## src/rtl/sonar_pkg.sv

```systemverilog
// sonar_pkg: register map, status bit positions and filter FSM states
package sonar_pkg;
    localparam logic [4:0] ADDR_DIST   = 5'd0;
    localparam logic [4:0] ADDR_AVG    = 5'd1;
    localparam logic [4:0] ADDR_STATUS = 5'd2;
    localparam logic [4:0] ADDR_THRESH = 5'd3;
    localparam logic [4:0] ADDR_CTRL   = 5'd4;
    localparam int BIT_BUSY      = 0;
    localparam int BIT_NEW       = 1;
    localparam int BIT_AVG_VALID = 2;
    localparam int BIT_ALARM     = 3;
    typedef enum logic [1:0] {S_IDLE, S_DIV, S_AVG, S_CMP} state_t;
endpackage

```

## src/rtl/seq_divider.sv

```systemverilog
// seq_divider: 32-cycle radix-2 restoring divider; quotient is valid combinationally while done is high
module seq_divider (
    input  logic        clk,
    input  logic        reset,
    input  logic        start,
    input  logic [31:0] dividend,
    input  logic [15:0] divisor,
    output logic        done,
    output logic [31:0] quotient
);
    logic [31:0] q;
    logic [15:0] r;
    logic [4:0]  cnt;
    logic        run;
    logic [16:0] r_sh;
    logic        ge;
    always_comb begin
        r_sh = {r, q[31]};
        ge = r_sh >= {1'b0, divisor};
    end
    assign quotient = {q[30:0], ge};
    assign done = run && cnt == 5'd31;
    always_ff @(posedge clk) begin
        if (reset) begin
            q <= '0;
            r <= '0;
            cnt <= '0;
            run <= 1'b0;
        end else if (start) begin
            q <= dividend;
            r <= '0;
            cnt <= '0;
            run <= 1'b1;
        end else if (run) begin
            q <= quotient;
            r <= ge ? 16'(r_sh - {1'b0, divisor}) : r_sh[15:0];
            cnt <= cnt + 5'd1;
            run <= !done;
        end
    end
endmodule

```

## src/rtl/sonar_dist_filter_core.sv

```systemverilog
// sonar_dist_filter_core: echo ticks -> cm, moving average and hysteretic proximity alarm behind an MMIO register bank
module sonar_dist_filter_core
    import sonar_pkg::*;
#(
    parameter int TICKS_PER_CM = 5800,
    parameter int AVG_LOG2     = 2
) (
    input  logic        clk,
    input  logic        reset,
    input  logic        cs,
    input  logic        read,
    input  logic        write,
    input  logic [4:0]  addr,
    input  logic [31:0] wr_data,
    output logic [31:0] rd_data,
    input  logic        meas_valid,
    input  logic [31:0] meas_ticks,
    input  logic        meas_timeout,
    output logic        alarm
);
    localparam int N  = 1 << AVG_LOG2;
    localparam int SW = 16 + AVG_LOG2;
    state_t state, state_nxt;
    logic [15:0] dist_cm, avg_cm, near_th, far_th, drop_cnt;
    logic [7:0]  timeout_cnt;
    logic [SW-1:0] sum, sum_nxt;
    logic [15:0] ring [N];
    logic [AVG_LOG2-1:0] wp;
    logic avg_valid, new_flag, busy;
    logic div_start, div_done;
    logic [31:0] div_q;
    logic wr, clr_new, clr_filt;
    logic unused_read;
    assign unused_read = read;
    assign busy = state != S_IDLE;
    assign div_start = state == S_IDLE && meas_valid;
    assign wr = cs && write;
    assign clr_new = wr && addr == ADDR_CTRL && wr_data[0];
    assign clr_filt = wr && addr == ADDR_CTRL && wr_data[1];
    seq_divider u_div (
        .clk      (clk),
        .reset    (reset),
        .start    (div_start),
        .dividend (meas_ticks),
        .divisor  (16'(TICKS_PER_CM)),
        .done     (div_done),
        .quotient (div_q)
    );
    always_ff @(posedge clk) begin
        if (reset) state <= S_IDLE;
        else state <= state_nxt;
    end
    always_comb begin
        state_nxt = state;
        state_nxt = (state == S_IDLE) ? (meas_valid ? S_DIV : S_IDLE) :
                    (state == S_DIV)  ? (div_done ? S_AVG : S_DIV) :
                    (state == S_AVG)  ? S_CMP : S_IDLE;
    end
    // First sample after a clear fills the whole window so the average starts at that sample
    always_comb begin
        sum_nxt = '0;
        sum_nxt = avg_valid ? sum - SW'(ring[wp]) + SW'(dist_cm) : SW'(dist_cm) << AVG_LOG2;
    end
    always_ff @(posedge clk) begin
        if (reset) begin
            dist_cm <= '0;
            avg_cm <= '0;
            sum <= '0;
            for (int i = 0; i < N; i++) ring[i] <= '0;
            wp <= '0;
            avg_valid <= 1'b0;
            new_flag <= 1'b0;
            alarm <= 1'b0;
            drop_cnt <= '0;
            timeout_cnt <= '0;
            near_th <= '0;
            far_th <= '0;
        end else begin
            if (div_done) dist_cm <= |div_q[31:16] ? 16'hFFFF : div_q[15:0];
            if (state == S_AVG) begin
                sum <= sum_nxt;
                avg_cm <= sum_nxt[SW-1:AVG_LOG2];
                if (!avg_valid) begin
                    for (int i = 0; i < N; i++) ring[i] <= dist_cm;
                    avg_valid <= 1'b1;
                end else begin
                    ring[wp] <= dist_cm;
                    wp <= wp + 1'b1;
                end
            end
            if (state == S_CMP) alarm <= (avg_cm < near_th) ? 1'b1 : (avg_cm >= far_th) ? 1'b0 : alarm;
            new_flag <= (state == S_CMP) || (new_flag && !clr_new);
            if (meas_valid && busy && drop_cnt != 16'hFFFF) drop_cnt <= drop_cnt + 16'd1;
            if (meas_timeout && timeout_cnt != 8'hFF) timeout_cnt <= timeout_cnt + 8'd1;
            if (wr && addr == ADDR_THRESH) {far_th, near_th} <= wr_data;
            if (clr_filt) begin
                avg_valid <= 1'b0;
                wp <= '0;
                sum <= '0;
                avg_cm <= '0;
                drop_cnt <= '0;
                timeout_cnt <= '0;
            end
        end
    end
    always_comb begin
        rd_data = '0;
        rd_data = (addr == ADDR_DIST)   ? {16'h0, dist_cm} :
                  (addr == ADDR_AVG)    ? {16'h0, avg_cm} :
                  (addr == ADDR_STATUS) ? {drop_cnt, timeout_cnt, 4'b0, alarm, avg_valid, new_flag, busy} :
                  (addr == ADDR_THRESH) ? {far_th, near_th} : 32'h0;
    end
endmodule

```

## config.mk

```make
export PLATFORM = sky130hd
export DESIGN_NAME = sonar_dist_filter_core
export DESIGN_NICKNAME = d
export VERILOG_FILES = /design/src/rtl/sonar_pkg.sv /design/src/rtl/seq_divider.sv /design/src/rtl/sonar_dist_filter_core.sv
export SDC_FILE = /design/constraint.sdc
export NUM_CORES = 1
export LEC_CHECK = 0
export ABC_AREA = 1
export ABC_CLOCK_PERIOD_IN_PS = 2800
export CAP_MARGIN = 40
export CORE_ASPECT_RATIO = 2
export CORE_MARGIN = 5
export CORE_UTILIZATION = 58
export DETAILED_ROUTE_END_ITERATION = 10
export GPL_TIMING_DRIVEN = 0
export PLACE_DENSITY = 0.84
export SLEW_MARGIN = 30
export SYNTH_ARGS = -nofsm -noshare
export SYNTH_HDL_FRONTEND = slang
export SYNTH_SLANG_ARGS = --single-unit
```

## constraint.sdc

```tcl
create_clock -name clk -period 2.8 [get_ports clk]
set_input_delay 0.28 -clock clk [delete_from_list [all_inputs] [get_ports clk]]
set_output_delay 0.28 -clock clk [all_outputs]
set_load 0.02 [all_outputs]
```

# After elaboration in Yosys (flattened, before gate mapping)
# Memories as Yosys holds them, arrays and structs flattened. A register that Yosys moved wholly into a read port is not among the register bits.
# Cells that the tools add are included.
[classes] shifts=0 n_mul=0 bitwise=4 order_cmp=3 n_reduce_logical=25 eq_ne=10 mux=37 addsub=7 n_div=0
[op_table] op="32-bit two-way mux" count=6
[op_table] op="16-bit two-way mux" count=7
[op_table] op="16-bit OR reduction" count=2
[op_table] op="18-bit by 16-bit adder with 18-bit output" count=1
[op_table] op="18-bit two-way mux" count=1
[op_table] op="18-bit by 16-bit subtractor with 18-bit output" count=1
[op_table] op="17-bit by 13-bit >= comparator with 1-bit output (second input constant)" count=1
[op_table] op="16-bit by 1-bit adder with 16-bit output (second input constant)" count=1
[op_table] op="16-bit >= comparator" count=1
[op_table] op="16-bit < comparator" count=1
[op_table] op="1-bit two-way mux" count=16
[op_table] op="16-bit inequality test (second input constant)" count=1
[op_table] op="16-bit by 13-bit subtractor with 16-bit output (second input constant)" count=1
[op_table] op="2-bit two-way mux" count=7
[op_table] op="1-bit logical AND" count=11
[op_table] op="5-bit by 2-bit equality test with 1-bit output (second input constant)" count=2
[op_table] op="8-bit by 1-bit adder with 8-bit output (second input constant)" count=1
[op_table] op="8-bit inequality test (second input constant)" count=1
[op_table] op="2-bit nonzero test" count=3
[op_table] op="5-bit by 1-bit adder with 5-bit output (second input constant)" count=1
[op_table] op="5-bit by 1-bit equality test with 1-bit output (second input constant)" count=1
[op_table] op="5-bit by 3-bit equality test with 1-bit output (second input constant)" count=1
[op_table] op="5-bit equality test (second input constant)" count=1
[op_table] op="5-bit zero test" count=1
[op_table] op="9 further kinds" count=16
[word_totals] n_memories=1 latch_bits=0 mem_bits_rw=64 out_inout_bits=33 regBits=167 word_cells=103 in_bits=76 mem_bits_ro=0
[memory_table] name="ring" words=4 word_bits=16 rd=1 rd_ports_with_merged_regs=1 wr=4 line="sonar_dist_filter_core.sv:27" source="logic [15:0] ring [N];"

# Longest topological paths before layout
# Gate-level depths: netlist of run 1.
[depth] ltp_word=6 ltp_mapped=18 ltp_nobuf=17

# Cells and area by module
# Synthesis of run 1 repeated with hierarchy kept, for this count alone.
[hier_totals] cells_unflattened=1839 area_unflattened_um2=13586.8
[by_module_without_submodules] module="sonar_dist_filter_core" cells_per_inst=1219 n_inst=1 area_each_um2=9650.5
[by_module_without_submodules] module="seq_divider" cells_per_inst=620 n_inst=1 area_each_um2=3936.3

# Worst setup path before layout of run 1
# Ideal clock, no wire load.
[synth_timing] path_type="reg2reg" start="register with a tool-made name" end="register avg_cm[13]" arrival_ns=2.469 setup_ns=0.070 slack_ns=0.261 n_path_buf=1 path_stages_with_launch=17 period_less_slack_ns=2.539 path_cell_list="dfxtp_1 inv_1 clkbuf_1 nor2_1 o22ai_1 fa_1 inv_1 ha_1 nand2_1 inv_1 a21oi_1 nor2_1 nor2_1 nand2_1 nand2_1 nand3_1 a21oi_1"
[synth_lines] item="to (signal assigned)" line="sonar_dist_filter_core.sv:82" source="avg_cm <= sum_nxt[SW-1:AVG_LOG2];"
[synth_lines] item="to (decl)" line="sonar_dist_filter_core.sv:24" source="logic [15:0] dist_cm, avg_cm, near_th, far_th, drop_cnt;"

# Worst setup path after layout of run 1
[layout_timing] start="input port addr[2]" end="output port rd_data[0]"
[layout_via] elab_chain_len=5 elab_cells_between_ends=8 classes_between="eq/ne: 3; mux: 4; reduce/logical: 1"
[layout_lines] item="from (decl)" line="sonar_dist_filter_core.sv:13" source="input logic [4:0] addr,"
[layout_lines] item="5-bit by 2-bit equality test with 1-bit output" line="sonar_dist_filter_core.sv:111" source="(addr == ADDR_THRESH) ? {far_th, near_th} : 32'h0;"
[layout_lines] item="32-bit two-way mux" line="sonar_dist_filter_core.sv:111"
[layout_lines] item="32-bit two-way mux" line="sonar_dist_filter_core.sv:110" source="(addr == ADDR_STATUS) ? {drop_cnt, timeout_cnt, 4'b0, alarm, avg_valid, new_flag, busy} :"
[layout_lines] item="32-bit two-way mux" line="sonar_dist_filter_core.sv:109" source="(addr == ADDR_AVG) ? {16'h0, avg_cm} :"
[layout_lines] item="32-bit two-way mux *" line="sonar_dist_filter_core.sv:108" source="rd_data = (addr == ADDR_DIST) ? {16'h0, dist_cm} :"
[layout_lines] item="to (decl)" line="sonar_dist_filter_core.sv:15" source="output logic [31:0] rd_data,"
# Every way passes the cells marked *; elsewhere a longest branch is shown, timed or not.

==> results of run 1 <==
## kinds of logic after synthesis
group / after synthesis / share of synthesized area, %
xor gates and xnor gates: 21 / 1.53
buffers and inverters: 290 / 9.55
DFF: 217 / 41.4
adders and majority gates: 74 / 8.68
and+or+nand+nor: 666 / 22.9
AOI/OAI and AO/OA: 332 / 16.0
## report_power, final
part	internal (mW)	leakage (nW)	total, mW	switching, mW
logic	0.258	3.88	0.645	0.387
clock network	1.73	0.339	2.95	1.23
registers	3.31	1.90	3.37	0.0542
total	5.30	6.12	6.96	1.67
## sequential cells by signal, indices dropped and copies added (netlist names), named ones only
register,flops
ring,64
sum,2
near_th,16
state,2
new_flag,1
avg_valid,1
wp,2
avg_cm,16
far_th,16
alarm,1
u_div.q,32
timeout_cnt,8
drop_cnt,16
dist_cm,16
u_div.r,16
u_div.cnt,5
u_div.run,1
## through the flow
step                total power [mW]  hold slack [ns]
floorplan                       3.79            0.415
global placement                4.03            0.450
detailed placement              4.05            0.461
CTS                             6.95            0.223
global route                    7.15            0.266
finish                          6.96            0.239
## repair_timing
item                       4_1_cts  5_1_grt
resized for setup               82       93
gates cloned                     0        1
setup buffers                    7        3
pin swaps                       10       16
setup endpoints to repair       46       21
## worst max-delay path: stages
cell and delay, ns:
clkdlybuf4s50_1 0.59, nor2_2 0.10, nand3_4 0.20, clkinvlp_2 0.32, buf_4 0.23, a22oi_1 0.22
o211ai_1 0.19, dlygate4sd2_1 0.36
## worst min-delay path by stage
stage,start,endpoint,slack [ns],cells past startpoint
final,reset,u_div.r[14],0.24,4
after global routing,reset,u_div.r[14],0.27,4
after CTS,reset,u_div.r[14],0.22,4
after detailed placement,new_flag,new_flag,0.46,2
after global placement,new_flag,new_flag,0.45,2
after floorplan,wr_data[16],far_th[0],0.41,2
## routing by layer
| metal | part of all wire [%] | global-route usage [%] | vias to the layer above |
|---|---|---|---|
| met5 | 0 | 0 | - |
| met4 | 9.4 | 24.8 | 0 |
| met3 | 5.6 | 3.53 | 193 |
| met2 | 53 | 58.6 | 500 |
| met1 | 32 | 27.8 | 5379 |
| li1 | - | - | 5560 |
## cells in the final DEF, fill, tap and decap left out, types with 15 or more instances in the layout
| cell type | count |
|---|---|
| a21oi_1 | 104 |
| a21oi_2 | 18 |
| a22oi_1 | 19 |
| a31oi_1 | 36 |
| buf_2 | 24 |
| buf_4 | 16 |
| clkbuf_1 | 26 |
| clkbuf_16 | 21 |
| clkdlybuf4s50_1 | 77 |
| dfxtp_1 | 151 |
| dlygate4sd2_1 | 19 |
| edfxtp_1 | 64 |
| fa_1 | 15 |
| ha_1 | 44 |
| inv_1 | 212 |
| nand2_1 | 359 |
| nand3_1 | 59 |
| nor2_1 | 169 |
| nor2_2 | 16 |
| o21ai_0 | 69 |
| o21ai_1 | 17 |
| o221ai_1 | 18 |
| o22ai_1 | 19 |
| xor2_1 | 18 |
## final cells by class
cell class	instances	area [sq um]	area share, %
multi-input cells	1093	6300	42.9
flip-flops and latches	217	4990	34.0
repair buffers	116	1140	7.74
inverters	226	858	5.84
clock buffers	25	551	3.75
plain buffers	64	372	2.53
well taps	266	333	2.26
clock inverters	11	150	1.02
repair inverters	1	5.00	0.0341
==> flow_metrics.env, run 1 <==
export IMPL_postSynthCellCount=1600
export IMPL_grt_first_pass_wirelength_mm=57.3
export IMPL_grt_setup_unrepaired="yes"
export IMPL_synth_edff_count=64
export IMPL_grt_overflow=0
export IMPL_grt_pass1_vias=11900
export IMPL_reg2regPathDepth=18
export IMPL_start_kind="input port"
export IMPL_gp_congestion=1.06
export IMPL_root_buffer="clkbuf_16"
export IMPL_clk_path_buf_depth=3
export IMPL_viasPerCell=5.76
export IMPL_synth_seq_area_share_pct=41.4
export IMPL_cp_endpoint="rd_data[0]"
export IMPL_fin_crit_ns=2.78
export IMPL_dpl_hpwl_mm=29.2
export IMPL_area_delta_synth_final_pct=22.0
export IMPL_fp_coreArea_sq_um=20500
export IMPL_die_h_um=214
export IMPL_hold_class="in2reg"
export IMPL_post_dp_cell_area_sq_um=13400
export IMPL_netlist_cell_type_count=46
export IMPL_skew_ns=0.0156
export IMPL_wire_per_inst_um=18.3
export IMPL_setup_worst_path_start="addr[2]"
export IMPL_synth_most_common_cell="nand2_1"
export IMPL_r2r_slack_ns=0.10
export IMPL_final_area_sq_um=14700
export IMPL_num_antenna_cells=0
export IMPL_rr_endpoint="avg_cm[15]"
export IMPL_grt_util_all_layers_pct=30.3
export IMPL_netlist_area_sq_um=12000
export IMPL_syn_area_per_cell_sq_um=7.53
export IMPL_grt_max_degree=17
export IMPL_port_buffers=106
export IMPL_htreeDepth=1
export IMPL_final_util_pct=71.8
export IMPL_rows=74
export IMPL_drv_cap=0
export IMPL_hold_buffers=0
export IMPL_crit_arrival_ns=2.50
export IMPL_nNetsFinal=1889
export IMPL_cp_required_ns=2.52
export IMPL_cp_max_fo=8
export IMPL_ys_top_cells_by_area="dfxtp_1 (25%), edfxtp_1 (16%), nand2_1 (12%)"
export IMPL_irDropWorstVdd_mv=0.505
export IMPL_synthFlopType="dfxtp_1"
export IMPL_final_layout_size_suffix_gt1_share_pct=11.0
export IMPL_vias=11600
export IMPL_slew_violations=0
export IMPL_dieArea_sq_um=23900
export IMPL_yosysTopAreaCell="dfxtp_1"
export IMPL_worst_slack_ns=0.0184
export IMPL_p_leak_nw=6.12
export IMPL_yosysTopAreaCellShare_pct=25.4
export IMPL_ys_ff_latch=217
export IMPL_drtAntennaViolNets=0
export IMPL_worstSetupEndpointType="output pin"
export IMPL_fin_setup_tns_ns=0
export IMPL_final_cell_count_no_fill=2019
export IMPL_finalCritPeriodShare_pct=99.3
export IMPL_worstSetupPathType="in2out"
export IMPL_start_util_pct=58.9
export IMPL_synthTopCellsByCount="nand2_1 (372), inv_1 (214), nor2_1 (181), dfxtp_1 (153), a21oi_1 (118)"
export IMPL_power_density_nw_per_um2=474
export IMPL_drt_initial_drc_count=703
export IMPL_grt_antenna_before_repair=0
export IMPL_yosys_warnings=0
export IMPL_cts_buffers=20
export IMPL_dp_slack_ns=-0.592
export IMPL_cts_tree="built"
export IMPL_dp_cells=1972
export IMPL_max_freq_ghz=0.360
export IMPL_outcome="completed"
export IMPL_wirelength_mm=37.0
export IMPL_drc=0
export IMPL_ios=109
export IMPL_cts_sinks=217
export IMPL_dieWidth_um=112
export IMPL_fillers=1646
export IMPL_report_final_setup_viol=0
export IMPL_hold_viol_final=0
export IMPL_worst_pin_slew_ns=0.805
export IMPL_first_pass_iters=5
export IMPL_clk_transition_reported_paths_ns=0.06
export IMPL_clk_latency_ns=0.52
export IMPL_syn_num_nets=1750
export IMPL_slew_headroom_pct=46.2
export IMPL_async_flop_share_pct=0
Note: power is estimated with default switching activity, not from simulation.
==> inputs of run 2 (changes only) <==
==> constraint.sdc (replaced) <==
create_clock -name clk -period 2.8 [get_ports clk]
set_input_delay 0.42 -clock clk [delete_from_list [all_inputs] [get_ports clk]]
set_output_delay 0.42 -clock clk [all_outputs]
set_load 0.02 [all_outputs]
==> flow_metrics.env, run 2 (synthesized netlist as in run 1, its figures left out) <==
export IMPL_p_sw_share_pct=24.0
export IMPL_post_dp_cell_area_sq_um=13400
export IMPL_cp_common_cell="buf_4"
export IMPL_wirelength_mm=37.3
export IMPL_cp_required_ns=2.38
export IMPL_grt_pass1_vias=11900
export IMPL_cpPeakStageDelay_ns=0.48
export IMPL_power_density_nw_per_um2=474
export IMPL_worstPathCellList="clkdlybuf4s50_1 -> nor2_4 -> nand4_1 -> buf_4 -> buf_4 -> o2111ai_1 -> clkdlybuf4s15_2"
export IMPL_root_buffer="clkbuf_16"
export IMPL_rr_endpoint="avg_cm[15]"
export IMPL_max_freq_ghz=0.360
export IMPL_slew_headroom_pct=46.0
export IMPL_nNetsFinal=1888
export IMPL_port_buffers=106
export IMPL_cp_num_buf_inv=4
export IMPL_reg_top3="ring: 64 flops, u_div.q: 32 flops"
export IMPL_grt_antenna_before_repair=0
export IMPL_fp_coreArea_sq_um=20500
export IMPL_drt_initial_drc_count=772
export IMPL_hold_path_cell_count=4
export IMPL_cts_buffers=20
export IMPL_drc=0
export IMPL_worstSetupPathType="in2out"
export IMPL_power_frac_clock_pct=42.4
export IMPL_skew_ns=0.0132
export IMPL_start_kind="input port"
export IMPL_grt_first_pass_wirelength_mm=57.6
export IMPL_grt_setup_unrepaired="yes"
export IMPL_gp_congestion=1.06
export IMPL_dieWidth_um=112
export IMPL_seqPwrFrac_pct=48.3
export IMPL_dieArea_sq_um=23900
export IMPL_viasPerCell=5.77
export IMPL_worst_pin_slew_ns=0.807
export IMPL_clk_path_buf_depth=3
export IMPL_slew_violations=0
export IMPL_switching_power_mw=1.67
export IMPL_final_cell_count_no_fill=2018
export IMPL_hold_buffers=0
export IMPL_worstSetupEndpointType="output pin"
export IMPL_grt_max_degree=17
export IMPL_crit_slowest_cell="clkdlybuf4s50_1"
export IMPL_pwr_share_comb_pct=9.3
export IMPL_num_antenna_cells=0
export IMPL_fillers=1635
export IMPL_fin_crit_ns=2.78
export IMPL_fin_setup_tns_ns=0
export IMPL_reg2regPathDepth=16
export IMPL_dpl_hpwl_mm=29.2
export IMPL_hold_viol_final=0
export IMPL_min_to="u_div.r[14]"
export IMPL_rows=74
export IMPL_vias=11600
export IMPL_report_final_setup_viol=0
export IMPL_cts_sinks=217
export IMPL_intPower_mw=5.30
export IMPL_grt_overflow=0
export IMPL_area_delta_synth_final_pct=21.9
export IMPL_irDropWorstVdd_mv=0.504
export IMPL_grt_util_all_layers_pct=30.4
export IMPL_htreeDepth=1
export IMPL_crit_arrival_ns=2.36
export IMPL_clk_latency_ns=0.52
export IMPL_cp_max_fo=4
export IMPL_wire_per_inst_um=18.5
export IMPL_start_util_pct=58.9
export IMPL_final_area_sq_um=14700
export IMPL_total_power_mw=6.97
export IMPL_clk_transition_reported_paths_ns=0.07
export IMPL_worst_slack_ns=0.0223
export IMPL_hold_class="in2reg"
export IMPL_largest_reg_flops=64
export IMPL_drtAntennaViolNets=0
export IMPL_dp_slack_ns=-0.640
export IMPL_r2r_slack_ns=0.03
export IMPL_cts_tree="built"
export IMPL_p_leak_nw=5.93
export IMPL_final_layout_size_suffix_gt1_share_pct=11.7
export IMPL_layout_common_cells="nand2_1 (360), inv_1 (211), nor2_1 (169)"
export IMPL_ios=109
export IMPL_finalCritPeriodShare_pct=99.2
export IMPL_top_register="ring"
export IMPL_die_h_um=214
export IMPL_first_pass_iters=6
export IMPL_dp_cells=1972
export IMPL_final_common_cell="nand2_1"
export IMPL_min_from="reset"
export IMPL_drv_cap=0
export IMPL_outcome="completed"
export IMPL_cp_top_family="buffers and inverters"
==> run 2: power groups by stage <==
stage               Combinational (mW)  Clock, mW  Sequential [mW]
floorplan                        0.369          0             3.42
global placement                 0.598          0             3.43
detailed placement               0.611          0             3.44
CTS                              0.630       2.96             3.36
global route                     0.711       3.07             3.38
finish                           0.649       2.95             3.37
==> run 2: worst max-delay path by stage <==
stage | slack (ns) | cells after the start | to | startpoint
detailed placement | -0.64 | 6 | rd_data[9] | addr[2]
global placement | -0.59 | 6 | rd_data[9] | addr[2]
CTS | -0.01 | 7 | rd_data[2] | addr[3]
global route | -0.05 | 18 | avg_cm[15] | register
finish | 0.02 | 7 | rd_data[8] | addr[3]
floorplan | 0.26 | 16 | avg_cm[13] | register
==> run 2: tightest hold or removal path, delay by kind of cell <==
kind                   cells  cell delay (ns)
buffers and inverters      1             0.19
AO/OA/AOI/OAI              2             0.13
AND/OR/NAND/NOR            1             0.10
==> run 2: routing by layer <==
| layer | share of wire, % | up-vias | global-route usage, % |
|---|---|---|---|
| li1 | - | 5563 | - |
| met1 | 32 | 5377 | 28.1 |
| met2 | 53 | 513 | 58.9 |
| met3 | 5.6 | 185 | 3.53 |
| met4 | 9.1 | 0 | 24.4 |
| met5 | 0 | - | 0 |
==> run 2: per-stage QoR <==
stage / util, % / hold WS, ns
after detailed placement: 65.7 / 0.461
after global routing: 71.8 / 0.406
final: 71.8 / 0.384
after CTS: 70.6 / 0.363
after floorplan: - / 0.439
after global placement: 65.7 / 0.450
==> run 2: final cells by class <==
cell class / count / area [sq um] / area share, %
clock inverters: 11 / 150 / 1.02
well taps: 266 / 333 / 2.27
plain buffers: 64 / 375 / 2.56
inverters: 226 / 860 / 5.85
clock buffers: 25 / 551 / 3.75
repair buffers: 116 / 1120 / 7.63
multi-input cells: 1093 / 6310 / 42.9
flip-flops and latches: 217 / 4990 / 34.0
==> run 2: timing repair <==
action,CTS,global route
endpoints found under the setup margin,49,37
gates cloned,0,0
pin swaps,9,16
resized for setup,129,84
buffers inserted,7,3
==> inputs of run 3 (changes only) <==
--- a/config.mk
+++ b/config.mk
@@ -6,7 +6,7 @@
 export NUM_CORES = 1
 export LEC_CHECK = 0
 export ABC_AREA = 1
-export ABC_CLOCK_PERIOD_IN_PS = 2800
+export ABC_CLOCK_PERIOD_IN_PS = 3100
 export CAP_MARGIN = 40
 export CORE_ASPECT_RATIO = 2
 export CORE_MARGIN = 5
@@ -14,6 +14,7 @@
 export DETAILED_ROUTE_END_ITERATION = 10
 export GPL_TIMING_DRIVEN = 0
 export PLACE_DENSITY = 0.84
+export RECOVER_POWER = 50
 export SLEW_MARGIN = 30
 export SYNTH_ARGS = -nofsm -noshare
 export SYNTH_HDL_FRONTEND = slang
==> constraint.sdc (replaced) <==
create_clock -name clk -period 3.1 [get_ports clk]
set_input_delay 0.465 -clock clk [delete_from_list [all_inputs] [get_ports clk]]
set_output_delay 0.465 -clock clk [all_outputs]
set_load 0.02 [all_outputs]
==> flow_metrics.env, run 3 (synthesized netlist as in run 1, its figures left out) <==
export IMPL_outcome="completed"
export IMPL_worst_pin_slew_ns=0.798
export IMPL_root_buffer="clkbuf_16"
export IMPL_reg_top3="ring: 64 flops, u_div.q: 32 flops"
export IMPL_crit_slowest_cell="clkdlybuf4s50_1"
export IMPL_grt_setup_unrepaired="no"
export IMPL_clk_transition_reported_paths_ns=0.07
export IMPL_die_h_um=214
export IMPL_cp_max_fo=9
export IMPL_worstSetupEndpointType="output pin"
export IMPL_dieWidth_um=112
export IMPL_total_power_mw=6.27
export IMPL_hold_buffers=0
export IMPL_grt_max_degree=17
export IMPL_fp_coreArea_sq_um=20500
export IMPL_num_antenna_cells=0
export IMPL_wire_per_inst_um=18.2
export IMPL_dieArea_sq_um=23900
export IMPL_final_layout_size_suffix_gt1_share_pct=5.89
export IMPL_start_kind="input port"
export IMPL_nNetsFinal=1885
export IMPL_area_delta_synth_final_pct=18.3
export IMPL_fin_crit_ns=3.03
export IMPL_multiInputGateArea_sq_um=5960
export IMPL_start_util_pct=58.9
export IMPL_worstSetupPathType="in2out"
export IMPL_htreeDepth=1
export IMPL_drtAntennaViolNets=0
export IMPL_grt_overflow=0
export IMPL_cts_tree="built"
export IMPL_final_common_cell="nand2_1"
export IMPL_largest_reg_flops=64
export IMPL_vias=11500
export IMPL_cts_sinks=217
export IMPL_grt_first_pass_wirelength_mm=57.1
export IMPL_crit_arrival_ns=2.57
export IMPL_p_leak_nw=6.01
export IMPL_first_pass_iters=6
export IMPL_top_register="ring"
export IMPL_max_freq_ghz=0.330
export IMPL_gp_congestion=1.06
export IMPL_hold_viol_final=0
export IMPL_wirelength_mm=36.7
export IMPL_irDropWorstVdd_mv=0.452
export IMPL_cts_buffers=20
export IMPL_hold_class="in2reg"
export IMPL_cp_top_family="buffers and inverters"
export IMPL_drt_initial_drc_count=785
export IMPL_grt_util_all_layers_pct=30.2
export IMPL_layout_common_cells="nand2_1 (368), inv_1 (220), nor2_1 (183)"
export IMPL_grt_antenna_before_repair=0
export IMPL_grt_pass1_vias=11800
export IMPL_drv_cap=0
export IMPL_power_density_nw_per_um2=440
export IMPL_dpl_hpwl_mm=29.2
export IMPL_viasPerCell=5.71
export IMPL_ios=109
export IMPL_port_buffers=106
export IMPL_finalCritPeriodShare_pct=97.9
export IMPL_worstPathCellList="clkdlybuf4s50_1 -> inv_1 -> nor2_1 -> nand3_4 -> clkinvlp_4 -> buf_4 -> a22oi_1 -> o211ai_1 -> dlygate4sd2_1"
export IMPL_clk_latency_ns=0.52
export IMPL_skew_ns=0.0140
export IMPL_report_final_setup_viol=0
export IMPL_cp_num_buf_inv=5
export IMPL_rows=74
export IMPL_drc=0
export IMPL_slew_headroom_pct=46.6
export IMPL_fillers=1713
export IMPL_cpPeakStageDelay_ns=0.54
export IMPL_regArea_sq_um=4990
export IMPL_cp_required_ns=2.63
export IMPL_clk_path_buf_depth=3
export IMPL_slew_violations=0
export IMPL_fin_setup_tns_ns=0
run 3: per-stage QoR:
stage,instances,util (%),hold slack (ns),worst slack (ns),area (sq um)
global route,2015,69.6,0.439,0.00547,14200
global placement,1972,65.7,0.450,-0.381,13400
CTS,2011,69.3,0.408,-0.104,14200
finish,2015,69.6,0.417,0.0664,14200
floorplan,1600,-,0.439,0.561,12000
detailed placement,1972,65.7,0.461,-0.430,13400
run 3: cell type report:
class / instances / share of cell area, %
timing repair buffer: 113 / 7.80
tap: 266 / 2.34
buffer: 64 / 2.08
clock buffer: 25 / 3.86
sequential: 217 / 35.0
inverter: 226 / 5.99
clock inverter: 11 / 1.05
multi-input combinational: 1093 / 41.9
run 3: report_power, final:
part | switching [mW] | internal [mW] | total (mW)
logic | 0.341 | 0.214 | 0.554
registers | 0.0472 | 2.99 | 3.04
clock network | 1.11 | 1.56 | 2.67
total | 1.50 | 4.77 | 6.27
run 3: path summary, 6_finish.rpt:
path	startpoint	endpoint	slack, ns	cells past startpoint
min reg2reg	new_flag	new_flag	0.47	2
max reg2reg	register	avg_cm[12]	0.15	15
min	reset	u_div.r[14]	0.42	4
max	addr[0]	rd_data[0]	0.07	9
run 3: what timing repair did:
| item | in CTS | in global routing |
|---|---|---|
| pin swaps | 2 | 2 |
| endpoints found under the setup margin | 39 | 21 |
| buffers inserted | 3 | 4 |
| resized for setup | 43 | 41 |
run 3: tightest hold or removal path, cell delays in order:
cell     delay (ns)
buf_2          0.19
nor2_1         0.10
o21ai_0        0.08
a21oi_1        0.04
run 3: routing by layer:
layer  wire length (um)  track usage, %
met2              19600            58.1
met5                  0               0
met3               1920            3.50
met1              11900            27.8
met4               3310            24.9
